**src/rtl/bp_fetch_ctrl.sv**
```systemverilog
// IF-stage PC generator with prediction tracking through ID/EX and mispredict redirect.
// Define BP_STATS_EN to build the branch/mispredict statistics counters.
module bp_fetch_ctrl #(
  parameter logic [31:0] RESET_PC = 32'h0000_0000
) (
  input  logic        clk,
  input  logic        rst,
  input  logic        StallF,
  input  logic        StallD,
  input  logic        FlushE_in,
  input  logic        PredF,
  input  logic [31:0] NPC_PredF,
  input  logic        BranchE,
  input  logic        IsBranchE,
  input  logic [31:0] BrNPC,
  output logic [31:0] PCF,
  output logic [31:0] PCE,
  output logic        PredE,
  output logic [31:0] NPC_PredE,
  output logic        ValidE,
  output logic        MispredE,
  output logic        FlushD,
  output logic        FlushE,
  output logic [31:0] BranchCnt,
  output logic [31:0] MispredCnt
);

  logic [31:0] pcf_reg, pcf_next;

  logic [31:0] pcd_reg, pcd_next;
  logic        predd_reg, predd_next;
  logic [31:0] npcd_reg, npcd_next;
  logic        validd_reg, validd_next;

  logic [31:0] pce_reg, pce_next;
  logic        prede_reg, prede_next;
  logic [31:0] npce_reg, npce_next;
  logic        valide_reg, valide_next;

  logic        mispred;
  logic [31:0] correct_npc;

  // Any disagreement in direction, or in target when both say taken, is a mispredict.
  always_comb begin
    mispred = valide_reg & ((prede_reg & ~BranchE) |
                            (~prede_reg & BranchE) |
                            (prede_reg & BranchE & (npce_reg != BrNPC)));
    correct_npc = BranchE ? BrNPC : (pce_reg + 32'd4);
  end

  always_comb begin
    pcf_next = pcf_reg + 32'd4;
    if (mispred)
      pcf_next = correct_npc;
    else if (StallF)
      pcf_next = pcf_reg;
    else if (PredF)
      pcf_next = NPC_PredF;
  end

  always_comb begin
    pcd_next    = pcd_reg;
    predd_next  = predd_reg;
    npcd_next   = npcd_reg;
    validd_next = validd_reg;
    if (mispred) begin
      pcd_next    = 32'd0;
      predd_next  = 1'b0;
      npcd_next   = 32'd0;
      validd_next = 1'b0;
    end else if (StallD) begin
      validd_next = validd_reg;
    end else if (StallF) begin
      validd_next = 1'b0;
    end else begin
      pcd_next    = pcf_reg;
      predd_next  = PredF;
      npcd_next   = NPC_PredF;
      validd_next = 1'b1;
    end
  end

  // Bubbles present all-zero fields so the BTB update port sees a harmless PC 0.
  always_comb begin
    pce_next    = pcd_reg;
    prede_next  = predd_reg;
    npce_next   = npcd_reg;
    valide_next = validd_reg;
    if (mispred || FlushE_in || StallD) begin
      pce_next    = 32'd0;
      prede_next  = 1'b0;
      npce_next   = 32'd0;
      valide_next = 1'b0;
    end
  end

  always_ff @(posedge clk or posedge rst) begin
    if (rst) begin
      pcf_reg    <= RESET_PC;
      pcd_reg    <= 32'd0;
      predd_reg  <= 1'b0;
      npcd_reg   <= 32'd0;
      validd_reg <= 1'b0;
      pce_reg    <= 32'd0;
      prede_reg  <= 1'b0;
      npce_reg   <= 32'd0;
      valide_reg <= 1'b0;
    end else begin
      pcf_reg    <= pcf_next;
      pcd_reg    <= pcd_next;
      predd_reg  <= predd_next;
      npcd_reg   <= npcd_next;
      validd_reg <= validd_next;
      pce_reg    <= pce_next;
      prede_reg  <= prede_next;
      npce_reg   <= npce_next;
      valide_reg <= valide_next;
    end
  end

`ifdef BP_STATS_EN
  logic [31:0] branch_cnt_reg;
  logic [31:0] mispred_cnt_reg;

  always_ff @(posedge clk or posedge rst) begin
    if (rst) begin
      branch_cnt_reg  <= 32'd0;
      mispred_cnt_reg <= 32'd0;
    end else begin
      if (valide_reg && IsBranchE)
        branch_cnt_reg <= branch_cnt_reg + 32'd1;
      if (mispred)
        mispred_cnt_reg <= mispred_cnt_reg + 32'd1;
    end
  end

  assign BranchCnt  = branch_cnt_reg;
  assign MispredCnt = mispred_cnt_reg;
`else
  logic unused_is_branch;
  assign unused_is_branch = IsBranchE;
  assign BranchCnt  = 32'd0;
  assign MispredCnt = 32'd0;
`endif

  assign PCF       = pcf_reg;
  assign PCE       = pce_reg;
  assign PredE     = prede_reg;
  assign NPC_PredE = npce_reg;
  assign ValidE    = valide_reg;
  assign MispredE  = mispred;
  assign FlushD    = mispred;
  assign FlushE    = mispred;

endmodule

```
**config.mk**
```make
export PLATFORM = sky130hd
export DESIGN_NAME = bp_fetch_ctrl
export DESIGN_NICKNAME = d
export VERILOG_FILES = /design/src/rtl/bp_fetch_ctrl.sv
export SDC_FILE = /design/constraint.sdc
export NUM_CORES = 1
export LEC_CHECK = 0
export CORE_ASPECT_RATIO = 0.6
export CORE_MARGIN = 4
export CORE_UTILIZATION = 29
export CTS_CLUSTER_DIAMETER = 120
export DETAILED_ROUTE_END_ITERATION = 10
export PLACE_DENSITY = 0.52
export SLEW_MARGIN = 20
export SYNTH_ARGS = -nofsm -noshare
export SYNTH_HDL_FRONTEND = slang
export SYNTH_SLANG_ARGS = --single-unit
```
**constraint.sdc**
```tcl
create_clock -name clk -period 9.5 [get_ports clk]
set_clock_uncertainty 0.15 [all_clocks]
set_input_delay 2.85 -clock clk [delete_from_list [all_inputs] [get_ports clk]]
set_output_delay 2.85 -clock clk [all_outputs]
set_load 0.01 [all_outputs]
```
==> run_results.csv <==
group,metric,value,unit
setup_path,critPathCaptureType,"output pin",
cts,cts_root_buffer,"clkbuf_16",
layout,nets,1159,
cts,clock_sinks,164,
synthesis,netlist_area,9020,um^2
layout,antenna_cells,0,
cts,cts_resized,0,
cts,cts_buffer_depth,2,
routing,drtPass1Iterations,5,
cts,insertion_delay,0.45,ns
sta,fin_tns_setup,0,ns
floorplanning,die_h,144.6,um
setup_path,crit_fanout,4,
routing,wl_per_cell,21.21,um
synthesis,postSynthCellCount,962,
floorplanning,dieArea,34080,um^2
sta,slew_headroom,35.66,%
routing,drtIter0Drc,731,
layout,syn2layout_area_growth,25.97,%
setup_path,path_class,"input pin to output pin",
layout,final_core_util,37.52,%
placed_design,dp_hpwl,21840,um
grt,grt_usage,18.36,%
floorplanning,start_util,29.78,%
floorplanning,io_pins,237,
sta,finalWorstSetupSlack,1.422,ns
placed_design,gp_congestion,0.8075,
flow_run,maxCapViolCount,0,
synthesis,synth_edf_count,0,
power_and_ir_drop,vdd_drop_max,0.1224,mV
layout,final_cell_mix,"clkdlybuf4s50_1, dfrtp_1, nand2_1",
grt,grt_max_degree,165,
synthesis,avgSynthCellArea,9.376,um^2
sta,fin_crit,8.078,ns
setup_path,critical_path.cell_chain,"clkdlybuf4s50_1 > xor2_1 > nor4_1 > nand4_1 > nor2_1 > o21ai_4 > clkdlybuf4s50_1",
placed_design,io_buffers,171,
routing,routed_wl,31920,um
sta,rsz0062_at_grt,"false",
layout,drive_above_1_share,6.746,%
setup_path,slowest_delay,0.60,ns
power_and_ir_drop,p_total,1.992,mW
sta,hold_violations,0,
floorplanning,die_w,235.7,um
synthesis,yosys_warnings,0,
synthesis,yosysSeqAreaShare,45.50,%
grt,overflow,0,
placed_design,place_ws,1.465,ns
floorplanning,core_area,30290,um^2
routing,ant_nets,0,
power_and_ir_drop,p_leak,4.671,nW
cts,cts_tree,"built",
setup_path,cp_common_cell,"clkdlybuf4s50_1",
sta,max_freq,123.8,MHz
cts,clkSlewWorstSetupHoldPaths,0.07,ns
status,outcome,"finished clean",
sta,tightest_slew,0.9652,ns
synthesis,ys_async_sr_fraction,100.0,%
layout,finalInstanceArea,11360,um^2
synthesis,ys_types,48,
setup_path,cp-start-kind,"input pin",
sta,maxSlewViolCount,0,
grt,grt_pass1_vias,7263,
sta,finalSetupViolCount,0,
floorplanning,rows,49,
cts,post_cts_buffers,0,
synthesis,synth-seq-cells,164,
grt,antenna_found_initial,1,
layout,layout_commonest_cell,"clkdlybuf4s50_1",
setup_path,cp.required,6.50,ns
routing,via_count,7661,
routing,via_per_inst,5.090,
sta,period_share,85.03,%
cts,htreeDepth,4,
power_and_ir_drop,power_density,175.4,nW/um^2
setup_path,worstPathArrival,5.08,ns
placed_design,dpl_cell_area,10770,um^2
cts,cts_hold_buf,0,
setup_path,crit_slowest_cell,"clkdlybuf4s50_1",
cts,cts_buffers,17,
synthesis,ys.flop_type,"dfrtp_1",
worst_hold_path,worst_hold_path_type,"flip-flop to flip-flop",
routing,drcViolationCount,0,
grt,grt_pass1_wl,47270,um
## routing by layer
metal | vias up | GRT usage (%) | part of all wire [%]
met5 | - | 0 | 0.063
met4 | 2 | 4.014 | 1.1
met3 | 27 | 4.555 | 6.7
met2 | 280 | 26.77 | 44
met1 | 3860 | 27.51 | 48
li1 | 3492 | - | -
## final cells by class
class                      instances  area (um^2)
timing repair buffer             181         1774
sequential                       164         4104
tap                              408        510.5
inverter                          10        42.54
clock buffer                      20        466.7
multi-input combinational        710         4335
fill                            3115        18920
clock inverter                    12        128.9
## path summary, 6_finish.rpt
kind,from,cells past startpoint,endpoint,slack [ns]
worst min register to register,validd_reg$_DFFE_PP0P_,2,validd_reg$_DFFE_PP0P_,0.36
max in group asynchronous,rst,3,npcd_reg[2]$_DFFE_PP0P_,5.33
worst min-delay path,validd_reg$_DFFE_PP0P_,2,validd_reg$_DFFE_PP0P_,0.36
min in group asynchronous,rst,2,pcd_reg[23]$_DFFE_PP0P_,2.68
worst max register to register,NPC_PredE[3]$_DFF_PP0_,7,PCF[8]$_DFFE_PP0P_,6.61
worst max-delay path,BrNPC[22],7,MispredE,1.42
## cells in the mapped netlist, types with 14 or more instances
| cell type | number | area [um^2] |
|---|---|---|
| nor4b_1 | 68 | 595.6 |
| nand3_1 | 25 | 125.1 |
| dfrtp_1 | 164 | 4104 |
| buf_4 | 70 | 525.5 |
| mux2i_1 | 41 | 410.4 |
| nand4_1 | 19 | 118.9 |
| mux2_2 | 15 | 168.9 |
| xor2_1 | 47 | 411.6 |
| o21ai_0 | 22 | 110.1 |
| nor2_1 | 35 | 131.4 |
| clkbuf_1 | 53 | 198.9 |
| a21oi_1 | 93 | 465.5 |
| nand2_1 | 161 | 604.3 |
| nor4_1 | 15 | 93.84 |
| xnor2_1 | 14 | 122.6 |
## worst max-delay path: cells and delay by family
kind | cells | cell delay, ns
compound gates | 1 | 0.29
buf+inv | 2 | 1.19
simple gates | 3 | 0.31
xor+xnor | 1 | 0.42
## cell families (layout without fill, tap and decap cells)
logic type / after synthesis / after routing / share of synthesized area, %
simple gates: 374 / 374 / 22.47
flops: 164 / 164 / 45.50
buf+inv: 151 / 223 / 9.294
compound gates: 149 / 149 / 9.558
xor+xnor: 61 / 61 / 5.923
mux: 59 / 59 / 6.797
fa+ha+maj: 3 / 3 / 0.4162
other cells: 1 / 64 / 0.04157
## where the power goes
part / internal (mW) / leakage, nW / total (mW) / switching (mW)
clock: 0.407 / 0.288 / 0.709 / 0.301
combinational: 0.196 / 2.27 / 0.405 / 0.208
sequential: 0.785 / 2.11 / 0.879 / 0.0934
## through the flow
step	instances	hold WS (ns)
finish	1505	0.3616
global route	1505	0.3823
CTS	1505	0.3654
detailed placement	1473	0.3492
global placement	1473	0.3423
floorplan	1025	0.3284
(Power assumes the default switching activity.)
==> RTL change 1, RTL diff (same settings) <==
The option `BP_STATS_EN` is turned on by a define.
--- a/src/rtl/bp_fetch_ctrl.sv
+++ b/src/rtl/bp_fetch_ctrl.sv
@@ -1,4 +1,6 @@
 // IF-stage PC generator with prediction tracking through ID/EX and mispredict redirect.
 // Define BP_STATS_EN to build the branch/mispredict statistics counters.
+`define BP_STATS_EN
+
 module bp_fetch_ctrl #(
   parameter logic [31:0] RESET_PC = 32'h0000_0000
Behaviour: not the same (a bounded check fails within 4 cycles, from zero or initial values and one cycle with rst high).
==> RTL change 1 against the unedited design <==
Total power is 31% higher. Area after synthesis is 25% higher. Sequential cell count rose by 64. Design area up 31%. Combinational power rose by 8.9%. Setup slack got worse by 0.30 ns. Wire length grew 25%. Critical path type unchanged.
==> RTL change 1: results <==
set metrics [dict create \
    ys_seq_area_share_pct 50.5 \
    endpoint "FlushD" \
    dr.first_iter.drc_count 802 \
    ys_top_cells_by_area "dfrtp_1, nand2_1, xor2_1, a21oi_1, xnor2_1" \
    worst_pin_slew_ns 0.986 \
    io_buffers 236 \
    fillers 3764 \
    peakVddDrop_mv 0.107 \
    synth_common_cells "dfrtp_1, nand2_1, a21oi_1" \
    status "completed" \
    r2r_slack_ns 6.22 \
    grt_max_degree 144 \
    slowest_stage "clkdlybuf4s50_1" \
    p_leak_nw 6.30 \
    finalNetCount 1435 \
    grt_pass1_vias 9393 \
    ctsHtreeMaxLevel 1 \
    grt_pass1_wl_um 60200 \
    cts-buffers-inserted 24 \
    internal_power_mw 1.86 \
    cts_setup_buffers 0 \
    ys_types 65 \
    drive_above_1_share_pct 5.60 \
    viasPerCell 5.01 \
    cp_max_fo 9 \
    worstRegToRegCells 8 \
    place.gp.congestion 0.841 \
    antenna_found_initial 1 \
    wl_per_cell_um 21.2 \
    dp_hpwl_um 28900 \
    worst_skew_pair.late_latency_ns 0.54 \
    clockBufferDepth 3 \
    rr_startpoint "NPC_PredE[21]" \
    critPathLaunch "BrNPC[25]" \
    hold_buffers 0 \
    ys.flop_type "dfrtp_1" \
    maxSlewViolCount 0 \
    global_route.usage.total_pct 18.3 \
    reg2reg_to "PCF[5]" \
]
## RTL change 1: how the worst min path moves through the flow
stage	from	endpoint	depth (start not counted)	slack [ns]
finish	pcd_reg[1]	PCE[1]	1	0.31
CTS	pcd_reg[1]	PCE[1]	1	0.32
global route	npcd_reg[26]	NPC_PredE[26]	1	0.34
floorplan	npcd_reg[22]	NPC_PredE[22]	1	0.30
global placement	pcd_reg[9]	PCE[9]	1	0.31
detailed placement	npcd_reg[29]	NPC_PredE[29]	1	0.31
## RTL change 1: final cells by class
cell class / count / area share, %
multi-input cells: 839 / 35.1
clock buffers: 37 / 4.83
flip-flops and latches: 228 / 38.3
well taps: 513 / 4.31
repair buffers: 247 / 16.4
inverters: 18 / 0.504
clock inverters: 6 / 0.596
## RTL change 1: stage by stage
stage | area (um^2) | worst slack [ns] | instances | hold slack (ns)
2_1_floorplan | 11300 | 0.252 | 1150 | 0.303
3_3_place_gp | 14100 | 1.16 | 1845 | 0.308
3_5_place_dp | 14100 | 1.18 | 1845 | 0.312
4_1_cts | 14900 | 1.15 | 1888 | 0.324
5_1_grt | 14900 | 1.07 | 1888 | 0.337
6_report | 14900 | 1.12 | 1888 | 0.314
## RTL change 1: kinds of logic (layout without fill, tap and decap cells)
logic type | count (synthesis) | count (layout) | share of synthesized area, %
simple gates | 464 | 464 | 20.5
flops | 228 | 228 | 50.5
compound gates | 193 | 193 | 10.6
xor+xnor | 122 | 122 | 9.46
buf+inv | 83 | 308 | 3.35
mux | 55 | 55 | 5.01
fa+ha+maj | 5 | 5 | 0.554
## RTL change 1: metal layers
layer,GRT usage [%],up-vias,wire length (um)
met5,0,-,0
met4,3.44,0,775
met3,4.56,46,2750
met2,26.9,301,17000
met1,27.4,4715,19500
li1,-,4396,-
## RTL change 1: worst reg2reg max path, delay by kind of cell (launching register included)
family	cells	cell delay, ns
simple gates	3	1.03
buf+inv	2	0.67
mux	1	0.44
flops	1	0.41
compound gates	1	0.26
xor+xnor	1	0.18
## RTL change 1: power groups by stage
stage	Sequential (mW)	Clock, mW	Combinational [mW]
6_report	1.18	0.987	0.441
5_1_grt	1.20	1.05	0.483
4_1_cts	1.18	1.02	0.447
3_5_place_dp	1.20	0	0.444
3_3_place_gp	1.20	0	0.438
2_1_floorplan	1.19	0	0.205
==> RTL change 2, RTL diff (config.mk and constraints unchanged) <==
Made on the original files. Put one more register stage on the output `NPC_PredE`. The value now appears one clock later. The other outputs are not delayed to match.
--- a/src/rtl/bp_fetch_ctrl.sv
+++ b/src/rtl/bp_fetch_ctrl.sv
@@ -147,5 +147,7 @@
   assign PCE       = pce_reg;
   assign PredE     = prede_reg;
-  assign NPC_PredE = npce_reg;
+  always_ff @(posedge clk) begin
+    NPC_PredE <= npce_reg;
+  end
   assign ValidE    = valide_reg;
   assign MispredE  = mispred;
Check against the original RTL: not equivalent (Yosys sat finds a counterexample within 4 cycles, from zero or initial values and one cycle with rst high).
==> RTL change 2 against the unedited design <==
Die area rose by 6.8%. Sequential power rose by 16%. Sequential share of layout area rose by 3.2 points. Sequential cell count rose by 32. Total power rose by 10%. Setup slack got worse by 0.040 ns. Design area rose by 6.3%. Largest power group unchanged. Area after synthesis rose by 7.1%. Wire length rose by 2.6%.
==> RTL change 2: results <==
set metrics [dict create \
    fillers 3303 \
    ys_ff_latch 196 \
    dp_hpwl_um 22700 \
    synth_compound_area_share_pct 8.92 \
    dr.first_iter.drc_count 638 \
    place.gp.congestion 0.853 \
    p_sw_mw 0.651 \
    dpl-instance-area_um2 11500 \
    muxShareOfSynthArea_pct 6.35 \
    synthXorXnorAreaFrac_pct 5.53 \
    synthAdderAreaFrac_pct 0.389 \
    ys_seq_area_share_pct 49.1 \
    global_route.usage.total_pct 17.8 \
    wirelength_um 32700 \
    drive_above_1_share_pct 6.47 \
    postSynth.asyncResetShare_pct 83.7 \
    fp.coreArea_um2 32600 \
    arrival_ns 5.12 \
    p_leak_nw 4.95 \
    place_inst 1547 \
    peakVddDrop_mv 0.132 \
    status "completed" \
    wl_per_cell_um 20.7 \
    nonClkBufAreaFrac_pct 14.7 \
    clock_area_share_pct 5.09 \
    worst_pin_slew_ns 0.926 \
    viasPerCell 4.97 \
    seq_area_um2 4740 \
    nClkBuffers 19 \
    seq_cell_power_mw 1.02 \
    ys_types 49 \
    ys_top_cells_by_area "dfrtp_1, dfxtp_1, nand2_1, nor4b_1, buf_4" \
    antenna_found_initial 0 \
]
==> RTL change 2: cell count changes in the layout (fill, tap and decap cells not counted) <==
cell        delta
clkinv_2       -2
clkinvlp_4     -2
inv_6          +4
clkbuf_8       -2
clkbuf_1       +1
inv_8          +1
clkinv_4       -1
bufinv_16      +1
dfxtp_1       +32
==> RTL change 2: per-layer routing <==
layer	vias to the layer above	global-route usage [%]	routed length (um)
met5	-	0	0
li1	3584	-	-
met3	33	4.49	2380
met4	0	4.53	492
met2	291	26.6	14500
met1	3946	25.9	15400
==> RTL change 2: worst paths after layout <==
path	start	end	slack, ns	cells past startpoint
worst max register to register	npce_reg[3]	PCF[5]	6.57	7
max in group asynchronous	rst	npce_reg[2]	5.31	3
worst min register to register	npce_reg[4]	NPC_PredE[4]	0.24	0
worst max-delay path	BrNPC[22]	FlushD	1.38	7
min in group asynchronous	rst	npcd_reg[21]	2.73	2
worst min-delay path	npce_reg[4]	NPC_PredE[4]	0.24	0
